===== src/rtl/fdiv_iter_pkg.sv =====
// Shared FPU divide-path definitions: FSM states, special-case codes and binary32 constants.
package fdiv_iter_pkg;

    typedef enum logic [1:0] {
        IDLE,
        DIV,
        ROUND,
        DONE
    } fdiv_state_t;

    typedef enum logic [1:0] {
        SP_NONE,
        SP_INF,
        SP_ZERO
    } fdiv_special_t;

    localparam int unsigned EXP_BIAS          = 127;
    localparam logic [31:0] FP_INF_POS        = 32'h7F80_0000;
    localparam logic [31:0] FP_ZERO           = 32'h0000_0000;
    localparam int unsigned FDIV_ITER_DEFAULT = 26;

    // Priority order matters: a zero divisor wins over everything, including 0/0.
    function automatic fdiv_special_t fdiv_classify(input logic [7:0] ex, input logic [7:0] ey);
        fdiv_special_t sp;
        if (ey == 8'd0)
            sp = SP_INF;
        else if (ex == 8'd255)
            sp = SP_INF;
        else if (ex == 8'd0)
            sp = SP_ZERO;
        else if (ey == 8'd255)
            sp = SP_ZERO;
        else
            sp = SP_NONE;
        return sp;
    endfunction

endpackage


===== src/rtl/fdiv_round_pack.sv =====
// Normalises the raw quotient, rounds to nearest even and packs the binary32 result.
module fdiv_round_pack
    import fdiv_iter_pkg::*;
#(
    parameter int unsigned ITER = FDIV_ITER_DEFAULT
) (
    input  logic [ITER-1:0]    q,
    input  logic               rem_nz,
    input  logic signed [9:0]  exp_diff,
    input  logic               sign,
    input  fdiv_special_t      special,
    output logic [31:0]        res
);

    localparam logic [ITER-1:0] ONE     = {{(ITER-1){1'b0}}, 1'b1};
    // Quotient bits below the guard position, for either normalisation.
    localparam logic [ITER-1:0] HI_MASK = (ONE << (ITER-25)) - ONE;
    localparam logic [ITER-1:0] LO_MASK = (ONE << (ITER-26)) - ONE;
    localparam logic signed [9:0] BIAS  = $signed(10'(EXP_BIAS));

    logic [22:0]        mant;
    logic               guard;
    logic               sticky;
    logic               up;
    logic [23:0]        mant_inc;
    logic signed [9:0]  e_norm;
    logic signed [9:0]  e_rnd;
    logic [31:0]        sign_word;

    always_comb begin
        mant     = '0;
        guard    = 1'b0;
        sticky   = 1'b0;
        e_norm   = '0;
        if (q[ITER-1]) begin
            mant   = q[ITER-2 -: 23];
            guard  = q[ITER-25];
            sticky = rem_nz | (|(q & HI_MASK));
            e_norm = exp_diff + BIAS;
        end else begin
            mant   = q[ITER-3 -: 23];
            guard  = q[ITER-26];
            sticky = rem_nz | (|(q & LO_MASK));
            e_norm = exp_diff + BIAS - 10'sd1;
        end
        up       = guard & (sticky | mant[0]);
        mant_inc = {1'b0, mant} + {23'b0, up};
        // A carry out of the mantissa leaves the low 23 bits zero and bumps the exponent.
        e_rnd    = e_norm + $signed({9'b0, mant_inc[23]});
    end

    always_comb begin
        sign_word = {sign, 31'b0};
        res       = FP_ZERO;
        case (special)
            SP_INF:  res = FP_INF_POS | sign_word;
            SP_ZERO: res = FP_ZERO | sign_word;
            default: begin
                if (e_rnd <= 10'sd0)
                    res = FP_ZERO | sign_word;
                else if (e_rnd >= 10'sd255)
                    res = FP_INF_POS | sign_word;
                else
                    res = {sign, e_rnd[7:0], mant_inc[22:0]};
            end
        endcase
    end

endmodule


===== src/rtl/fdiv_iter.sv =====
// Iterative binary32 divider: restoring radix-2 mantissa division behind valid/ready handshakes.
module fdiv_iter
    import fdiv_iter_pkg::*;
#(
    parameter int unsigned ITER = FDIV_ITER_DEFAULT
) (
    input  logic        clk,
    input  logic        rst,
    input  logic        in_valid,
    output logic        in_ready,
    input  logic [31:0] x,
    input  logic [31:0] y,
    output logic        out_valid,
    input  logic        out_ready,
    output logic [31:0] res
);

    localparam int unsigned     CW       = $clog2(ITER);
    localparam logic [CW-1:0]   CNT_LAST = CW'(ITER - 1);

    fdiv_state_t        state;
    fdiv_state_t        state_next;
    fdiv_special_t      special;
    fdiv_special_t      special_in;

    logic [CW-1:0]      cnt;
    logic [ITER-1:0]    q;
    logic [24:0]        r;
    logic [23:0]        b;
    logic signed [9:0]  exp_diff;
    logic               sign;
    logic               accept;
    logic               q_bit;
    logic [24:0]        r_sub;
    logic [31:0]        res_pack;

    assign special_in = fdiv_classify(x[30:23], y[30:23]);
    assign accept     = in_valid & in_ready;

    always_ff @(posedge clk) begin
        if (rst)
            state <= IDLE;
        else
            state <= state_next;
    end

    always_comb begin
        state_next = state;
        case (state)
            IDLE:    if (accept) state_next = (special_in == SP_NONE) ? DIV : ROUND;
            DIV:     if (cnt == CNT_LAST) state_next = ROUND;
            ROUND:   state_next = DONE;
            DONE:    if (out_ready) state_next = IDLE;
            default: state_next = IDLE;
        endcase
    end

    always_comb begin
        in_ready  = 1'b0;
        out_valid = 1'b0;
        case (state)
            IDLE:    in_ready  = 1'b1;
            DONE:    out_valid = 1'b1;
            default: ;
        endcase
    end

    always_comb begin
        q_bit = (r >= {1'b0, b});
        r_sub = q_bit ? (r - {1'b0, b}) : r;
    end

    always_ff @(posedge clk) begin
        if (rst) begin
            cnt      <= '0;
            q        <= '0;
            r        <= '0;
            b        <= '0;
            exp_diff <= '0;
            sign     <= 1'b0;
            special  <= SP_NONE;
            res      <= FP_ZERO;
        end else begin
            case (state)
                IDLE: if (accept) begin
                    r        <= {2'b01, x[22:0]};
                    b        <= {1'b1, y[22:0]};
                    q        <= '0;
                    cnt      <= '0;
                    exp_diff <= $signed({2'b00, x[30:23]}) - $signed({2'b00, y[30:23]});
                    sign     <= x[31] ^ y[31];
                    special  <= special_in;
                end
                DIV: begin
                    q <= {q[ITER-2:0], q_bit};
                    r <= r_sub << 1;
                    if (cnt != CNT_LAST)
                        cnt <= cnt + CW'(1);
                end
                ROUND: res <= res_pack;
                default: ;
            endcase
        end
    end

    fdiv_round_pack #(
        .ITER(ITER)
    ) u_round_pack (
        .q        (q),
        .rem_nz   (|r),
        .exp_diff (exp_diff),
        .sign     (sign),
        .special  (special),
        .res      (res_pack)
    );

endmodule


===== config.mk =====
export PLATFORM = sky130hd
export DESIGN_NAME = fdiv_iter
export DESIGN_NICKNAME = d
export VERILOG_FILES = /design/src/rtl/fdiv_iter_pkg.sv /design/src/rtl/fdiv_round_pack.sv /design/src/rtl/fdiv_iter.sv
export SDC_FILE = /design/constraint.sdc
export NUM_CORES = 1
export LEC_CHECK = 0
export CORE_MARGIN = 1.5
export CORE_UTILIZATION = 52
export CTS_CLUSTER_SIZE = 10
export DETAILED_ROUTE_END_ITERATION = 7
export PLACE_DENSITY = 0.77
export SKIP_CTS_REPAIR_TIMING = 1
export SLEW_MARGIN = 20
export SYNTH_ARGS = -nofsm -noshare
export SYNTH_HDL_FRONTEND = slang
export SYNTH_SLANG_ARGS = --single-unit

===== constraint.sdc =====
create_clock -name clk -period 6.1 [get_ports clk]
set_input_delay 0.915 -clock clk [delete_from_list [all_inputs] [get_ports clk]]
set_output_delay 0.915 -clock clk [all_outputs]
set_load 0.05 [all_outputs]

==> run summary, run 1 <==
Status: completed
CP Depth: 16
Core area: 15890 µm²
Cell variety after synth: 88
Routed Antenna Nets: 0
Rel. slew slack: 23.67%
Crit path largest cell delay: 570 ps
IO Count: 102
Die Y: 130.4 µm
H-tree Lvls: 4
Post-synth EDFFs: 0
RD Place Congestion: 0.9485
Crit path cell chain: mux2_2 > nand4_1 > nor4_1 > nand2_1 > or3_1 > nor4b_1 > ha_1 > ha_1 > o211a_1 > nand3_1 > o21a_1 > a21oi_1 > xnor2_1 > nor4b_4 > buf_6 > a32o_2
Register-to-Register Path Depth: 16
Skew final: 6.920 ps
Total grt overflow: 0
TNS Setup: 0 ps
Worst vdd ir: 0.0002861 V
Synth-to-Final Area Change: 20.47%
Die W: 130.4 µm
Drt total wl: 21350 µm
Largest cells by area after synthesis: dfxtp_1 30%, ha_1 6.8%, nand2_1 5.1%
Vias: 8082
Total track usage: 26.42%
Number of remaining DRC errors: 0
PortBufs: 101
Number of global-route vias before repair: 7624
Syn. warnings: 0
NumNets Final: 1269
DP HPWL: 15040 µm
Power Dens Cells: 488.6 nW/µm²
Tot Pwr: 4.966 mW
Switching share of power: 45.49%
Most common cell on crit path: ha_1
Synth async-reset ratio: 0%
Filler cells: 1452
Setup crit end kind: flop
Worst path bufs/invs: 1
FF+latch count, synth: 126
Syn Nets: 1196
Pre-CTS WS: 504.4 ps
Mean Syn Cell Area: 7.812 µm²
Fin cells: 1381
CTS root buffer: clkbuf_16
Reg clk slew, reported paths: 60 ps
Largest net degree at the start of global routing: 48
Mapped cell area: 8437 µm²
Worst Path Required: 6460 ps
Maximum clock frequency: 187.1 MHz
Initial antenna violation count: 0
Worst path slowest cell: nor4b_4
Placement Rows: 46
Final WS setup: 755.9 ps
Min-Delay Path Class: reg2reg
Worst setup path category: reg2reg
Post-Synthesis Cells: 1080
Cell taking the most area after synthesis: dfxtp_1
TritonCTS clock tree: yes
CP top delay family: simple AND/OR/NAND/NOR gates
Die area: 17000 µm²
Clock network power share: 21.2%
Worst-margin pin slew: 1141 ps
Initial DRC count: 450
Pleak: 3.881 nW
Register area share after synthesis: 29.90%
Main synth FF type: dfxtp_1
Initial Util: 53.11%
# diodes: 0
Routed vias/inst: 5.852
Crit path max fanout: 22
CTS Buf Count: 17
Tmin final: 5344 ps
Finish-stage setup viols: 0
Placed Cells incl. Taps: 1349
Pre-Repair DR Iteration Count: 5
Pint: 2.707 mW
Fin. max-slew vios: 0
Clock Latency Late Sink: 420 ps
Sw Pwr: 2.259 mW
Worst Setup Start Kind: flop
Sequential share of power: 22.6%
Avg WL per Cell: 15.46 µm
Global-route wire length before repair: 36290 µm
CP arrival: 5710 ps
Share of the synthesized area in the top cell type: 29.90%
Hold Crit Depth: 2
RSZ-0062 raised after global routing: false
Fin crit share: 87.61%
Clock Sink Count: 126
Clock buffer depth: 2
Gate power share: 56.2%
Share of cells above drive strength 1: 5.837%
Fin. Hold Viols: 0
Max Cap Viol: 0
synth_stat cells, drive strengths merged (24+ instances only):
cell      n
a211oi   24
a21oi    86
a22oi    27
clkbuf   44
dfxtp   126
ha       46
inv      73
nand2   114
nor2    104
nor3     27
o21ai    56
xnor2    32
worst paths after layout:
path | startpoint | to | slack (ps)
min reg2reg | b[2]$_SDFFE_PP0P_ | b[2]$_SDFFE_PP0P_ | 450
max reg2reg | q[25]$_SDFFE_PP0P_ | res[22]$_SDFFE_PP0P_ | 760
max | q[25]$_SDFFE_PP0P_ | res[22]$_SDFFE_PP0P_ | 760
min | b[2]$_SDFFE_PP0P_ | b[2]$_SDFFE_PP0P_ | 450
metal layers:
layer	global-route usage (%)	routed length (µm)	vias to the layer above
met5	0	0	-
met4	10.54	527	0
met3	4.031	1090	41
met2	44.80	10140	233
met1	33.82	9590	3757
li1	-	-	4051
area by class of cell:
type | instances | area, µm² | area share [%]
clock inverter | 12 | 162.7 | 1.600
tap | 216 | 270.3 | 2.659
clock buffer | 19 | 442.9 | 4.358
multi-input combinational | 823 | 5398 | 53.11
sequential | 126 | 2524 | 24.83
timing repair buffer | 112 | 1092 | 10.75
inverter | 73 | 274.0 | 2.696
registers in the layout, summed over array words and instances, names as in the netlist:
name and flops:
b 24, cnt 5, exp_diff 9, q 26
r 25, res 32, sign 1, special 2
state 2
layout by cell type, fill, tap and decap left out, drive strengths merged, types with 18 or more instances in the layout:
master         netlist  layout
xor2                22      22
clkdlybuf4s50        0     100
ha                  46      46
xnor2               32      32
nand2              114     114
a22oi               27      27
clkbuf              44      19
nor2               104     104
nand3               18      18
a22o                21      21
nor3                27      27
a211oi              24      24
dfxtp              126     126
o21ai               56      56
a21oi               86      86
inv                 73      75
metrics by stage:
stage                     hold slack (ps)  utilization, %  instance area (µm²)
final                               453.4           63.98                10160
after global routing                470.5           63.98                10160
after CTS                           456.3           63.91                10150
after detailed placement            448.6           60.10                 9547
after global placement              443.5           60.10                 9547
after floorplan                     436.3               -                 8437
power by group through the flow:
stage	sequential (mW)	combinational, mW	clock [mW]
4_1_cts	1.12	2.77	1.06
3_5_place_dp	1.14	2.74	0
6_report	1.12	2.79	1.05
3_3_place_gp	1.13	2.72	0
5_1_grt	1.14	3.11	1.11
2_1_floorplan	1.15	2.08	0
worst register-to-register path, cell delays in order (launching register included):
cell and delay [ps]:
dfxtp_2 540, mux2_2 240, nand4_1 160, nor4_1 530
nand2_1 160, or3_1 480, nor4b_1 450, ha_1 310
ha_1 290, o211a_1 280, nand3_1 110, o21a_1 250
a21oi_1 250, xnor2_1 230, nor4b_4 580, buf_6 250
a32o_2 180
logic make-up (layout without fill, tap and decap cells):
kind of cell             count (synthesis)  after routing  synth area share [%]
AO/OA/AOI/OAI                          335            335                 27.11
XOR/XNOR                                54             54                 5.917
adder cells (fa/ha/maj)                 48             48                 7.296
buffers and inverters                  131            216                 6.199
flip-flops                             126            126                 29.90
multiplexers                            15             15                 1.854
AND/OR/NAND/NOR                        371            371                 21.73
No activity file was read; power rests on OpenSTA's default activity.
==> inputs of run 2 (changes only) <==
- CORE_UTILIZATION: 52 -> 58
- PLACE_DENSITY: 0.77 -> 0.84
- SYNTH_HIERARCHICAL: unset -> 1
==> run 2 against run 1 <==
- total power is 10% higher
- sequential share of layout area down 1.5 points
- routed wire length is 11% higher
==> run summary, run 2 <==
Max Cap Viol: 0 (unchanged)
Fin crit share: 92.81% (+5.2 points)
FF+latch count, synth: 126 (unchanged)
Crit path max fanout: 23 (+4.5%)
Synth Area in XOR/XNOR: 6.361% (+0.44 points)
Power Dens Cells: 506.1 nW/µm² (+3.6%)
Post-Synthesis Cells: 1170 (+8.3%)
Most common cell in the netlist: nor2_1
Synth-to-Final Area Change: 18.37%
Post-Synth Adder-Cell Area: 6.867% (-0.43 points)
R2R Path Start: r[5]$_SDFFE_PP0P_
Setup crit end kind: flop
Largest cells by area after synthesis: dfxtp_1 28%, nor2_1 6.5%, ha_1 6.4%
Commonest non-fill, non-tap cell in the layout: nor2_1
Tot Pwr: 5.479 mW (+10%)
Mapped cell area: 9146 µm² (+8.4%)
RD Place Congestion: 0.9744 (+2.7%)
Initial Util: 59.72% (+6.6 points)
Multi-input gate area: 6158 µm² (+14%)
Register bank with the most flops: res
Global-route wire length before repair: 39790 µm (+9.6%)
H-tree Lvls: 4 (unchanged)
Die area: 16530 µm² (-2.7%)
Worst vdd ir: 0.0003857 V (+35%)
Routed vias/inst: 5.971 (+2.0%)
GR Layer Usage met2: 51.42% (+6.6 points)
Simple-gate share of the synthesized area: 25.39% (+3.7 points)
TNS Setup: 0 ps (unchanged)
Filler cells: 1243 (-14%)
CTS Buf Count: 17 (unchanged)
Initial DRC count: 761 (+69%)
Sequential share of power: 20.5% (-2.1 points)
Mux cell area share after synthesis: 5.937% (+4.1 points)
Worst Hold Launch: b[16]$_SDFFE_PP0P_
Switching share of power: 48.73% (+3.2 points)
Worst setup path category: reg2reg
CP arrival: 6030 ps (+320 ps)
Mean Syn Cell Area: 7.817 µm² (about the same)
Core area: 15310 µm² (-3.6%)
Largest register FFs: 32 (unchanged)
Clock Latency Late Sink: 430 ps (about the same)
Worst Setup Start Kind: flop
TritonCTS clock tree: yes
Initial antenna violation count: 0 (unchanged)
Pint: 2.809 mW (+3.8%)
Largest net degree at the start of global routing: 78 (+63%)
NumNets Final: 1357 (+6.9%)
Die W: 128.6 µm (-1.4%)
GRT met3 Usage: 5.281% (+1.2 points)
IO Count: 102 (unchanged)
Most frequent cells after synthesis: 159 x nor2_1, 126 x dfxtp_1, 115 x nand2_1, 80 x a21oi_1, 60 x inv_1
Clock Sink Count: 126 (unchanged)
Gate power share: 61.6% (+5.4 points)
Leading cell types in the layout, fill and taps excluded: 158 x nor2_1, 125 x dfxtp_1, 115 x nand2_1, 100 x clkdlybuf4s50_1, 79 x a21oi_1
Maximum clock frequency: 176.6 MHz (-5.6%)
Number of global-route vias before repair: 8425 (+11%)
Pre-Repair DR Iteration Count: 6 (+1)
Placement Rows: 45 (-2.2%)
Skew final: 9.345 ps (+2.425 ps)
Hold endpoint: b[16]$_SDFFE_PP0P_
Finish-stage setup viols: 0 (unchanged)
Sw Pwr: 2.670 mW (+18%)
Reg clk slew, reported paths: 70 ps (about the same)
Total grt overflow: 0 (unchanged)
Register-to-Register Path Depth: 26 (+10)
Cell variety after synth: 97 (+10%)
Die Y: 128.6 µm (-1.4%)
Fin. max-slew vios: 0 (unchanged)
Syn. warnings: 6 (+6)
Share of the synthesized area in the top cell type: 27.58% (-2.3 points)
Hold Crit Depth: 2 (unchanged)
Drt total wl: 23600 µm (+11%)
Share of cells above drive strength 1: 7.821% (+2.0 points)
M1 GR Usage: 35.50% (+1.7 points)
Post-synth EDFFs: 0 (unchanged)
Syn Nets: 1287 (+7.6%)
Routed Antenna Nets: 0 (unchanged)
Largest family of logic cells by synthesized area: simple AND/OR/NAND/NOR gates
Clock buffer depth: 2 (unchanged)
CP Launch Point: r[5]$_SDFFE_PP0P_
Top Usage Layer GRT: met2
Vias: 8742 (+8.2%)
FF+latch area: 2524 µm² (unchanged)
Pleak: 3.955 nW (+1.9%)
Register area share after synthesis: 27.58% (-2.3 points)
Cell taking the most area after synthesis: dfxtp_1
Synth async-reset ratio: 0% (unchanged)
Main synth FF type: dfxtp_1
Worst-margin pin slew: 1063 ps (-77.90 ps)
Largest registers: res (32), q (26), r (25)
Flop-to-flop setup slack: 440 ps (-320 ps)
Tmin final: 5662 ps (+317.5 ps)
DP HPWL: 16550 µm (+10%)
PortBufs: 101 (unchanged)
Status: completed
Total track usage: 29.65% (+3.2 points)
Rel. slew slack: 28.90% (+5.2 points)
Number of remaining DRC errors: 0 (unchanged)
# diodes: 0 (unchanged)
Fin. Hold Viols: 0 (unchanged)
CTS root buffer: clkbuf_16
RSZ-0062 raised after global routing: false
Clock network power share: 18.0% (-3.2 points)
Avg WL per Cell: 16.12 µm (+4.3%)
Synth Area in Compound Gates: 22.53% (-4.6 points)
Worst R2R End: res[16]$_SDFFE_PP0P_
Min-Delay Path Class: reg2reg
Worst Path Required: 6470 ps (about the same)
==> run 2: cell types whose count changed after synthesis, sizes merged, moves of 10 or more <==
cell	previous run	this run
mux2i	10	52
nor2	104	160
o41ai	0	10
inv	73	60
buf	14	24
a22o	21	3
nand3	18	37
o21ai	56	40
==> run 2: worst max-delay path by stage <==
stage,endpoint,depth (start not counted)
after floorplan,res[11]$_SDFFE_PP0P_,27
after global placement,res[9]$_SDFFE_PP0P_,26
after detailed placement,res[9]$_SDFFE_PP0P_,27
after CTS,res[7]$_SDFFE_PP0P_,26
after global routing,res[16]$_SDFFE_PP0P_,26
final,res[16]$_SDFFE_PP0P_,26
==> run 2: layout make-up <==
| class | instances | share of cell area, % |
|---|---|---|
| inverter | 60 | 2.080 |
| timing repair buffer | 111 | 10.01 |
| clock inverter | 15 | 1.352 |
| tap | 211 | 2.438 |
| multi-input combinational | 924 | 56.88 |
| clock buffer | 17 | 3.929 |
| sequential | 126 | 23.31 |
==> run 2: stage by stage <==
step | setup WS [ps] | hold slack (ps) | std cells | utilization, % | instance area (µm²)
after detailed placement | 515.9 | 446.5 | 1432 | 66.92 | 10250
after global routing | 19.98 | 474.7 | 1464 | 70.69 | 10830
after floorplan | 548.2 | 428.6 | 1170 | - | 9146
after CTS | 472.8 | 455.0 | 1464 | 70.65 | 10820
final | 438.4 | 451.8 | 1464 | 70.69 | 10830
after global placement | 732.6 | 442.2 | 1432 | 66.92 | 10250
==> run 2: per-layer routing <==
metal  wire (µm)  part of all wire (%)  up-vias
li1            -                     -     4326
met1       10030                    42     4043
met2       11470                    49      312
met3        1239                   5.2       61
met4         869                   3.7        0
met5           0                     0        -
==> run 2: worst max-delay path, stage by stage (launching register included) <==
cell	delay (ps)
dfxtp_1	340
or4_1	550
nor4_1	370
nand4_1	230
o21ai_0	220
a21oi_1	90
ha_1	230
nand3_1	160
nor4_2	80
and3_1	210
and2_1	200
nand3b_1	150
nor3b_1	80
ha_1	230
ha_1	260
nor2b_1	170
nor3b_1	170
o21ai_0	130
and3_1	260
o2111a_1	230
and4bb_4	210
o31ai_2	190
o211ai_2	120
buf_4	230
nor3_1	230
mux2i_1	110
nor2_1	120
==> run 2: power groups by stage <==
stage / registers (mW) / clock network [mW] / logic (mW)
global placement: 1.12 / 0 / 3.24
detailed placement: 1.13 / 0 / 3.27
floorplan: 1.12 / 0 / 2.59
finish: 1.12 / 0.985 / 3.37
CTS: 1.12 / 0.997 / 3.32
global route: 1.14 / 1.04 / 3.69
==> run 2: cells by family after synthesis <==
kind of cell	Yosys count
AND/OR/NAND/NOR	470
AO/OA/AOI/OAI	290
flip-flops	126
buffers and inverters	120
XOR/XNOR	61
multiplexers	54
adder cells (fa/ha/maj)	49
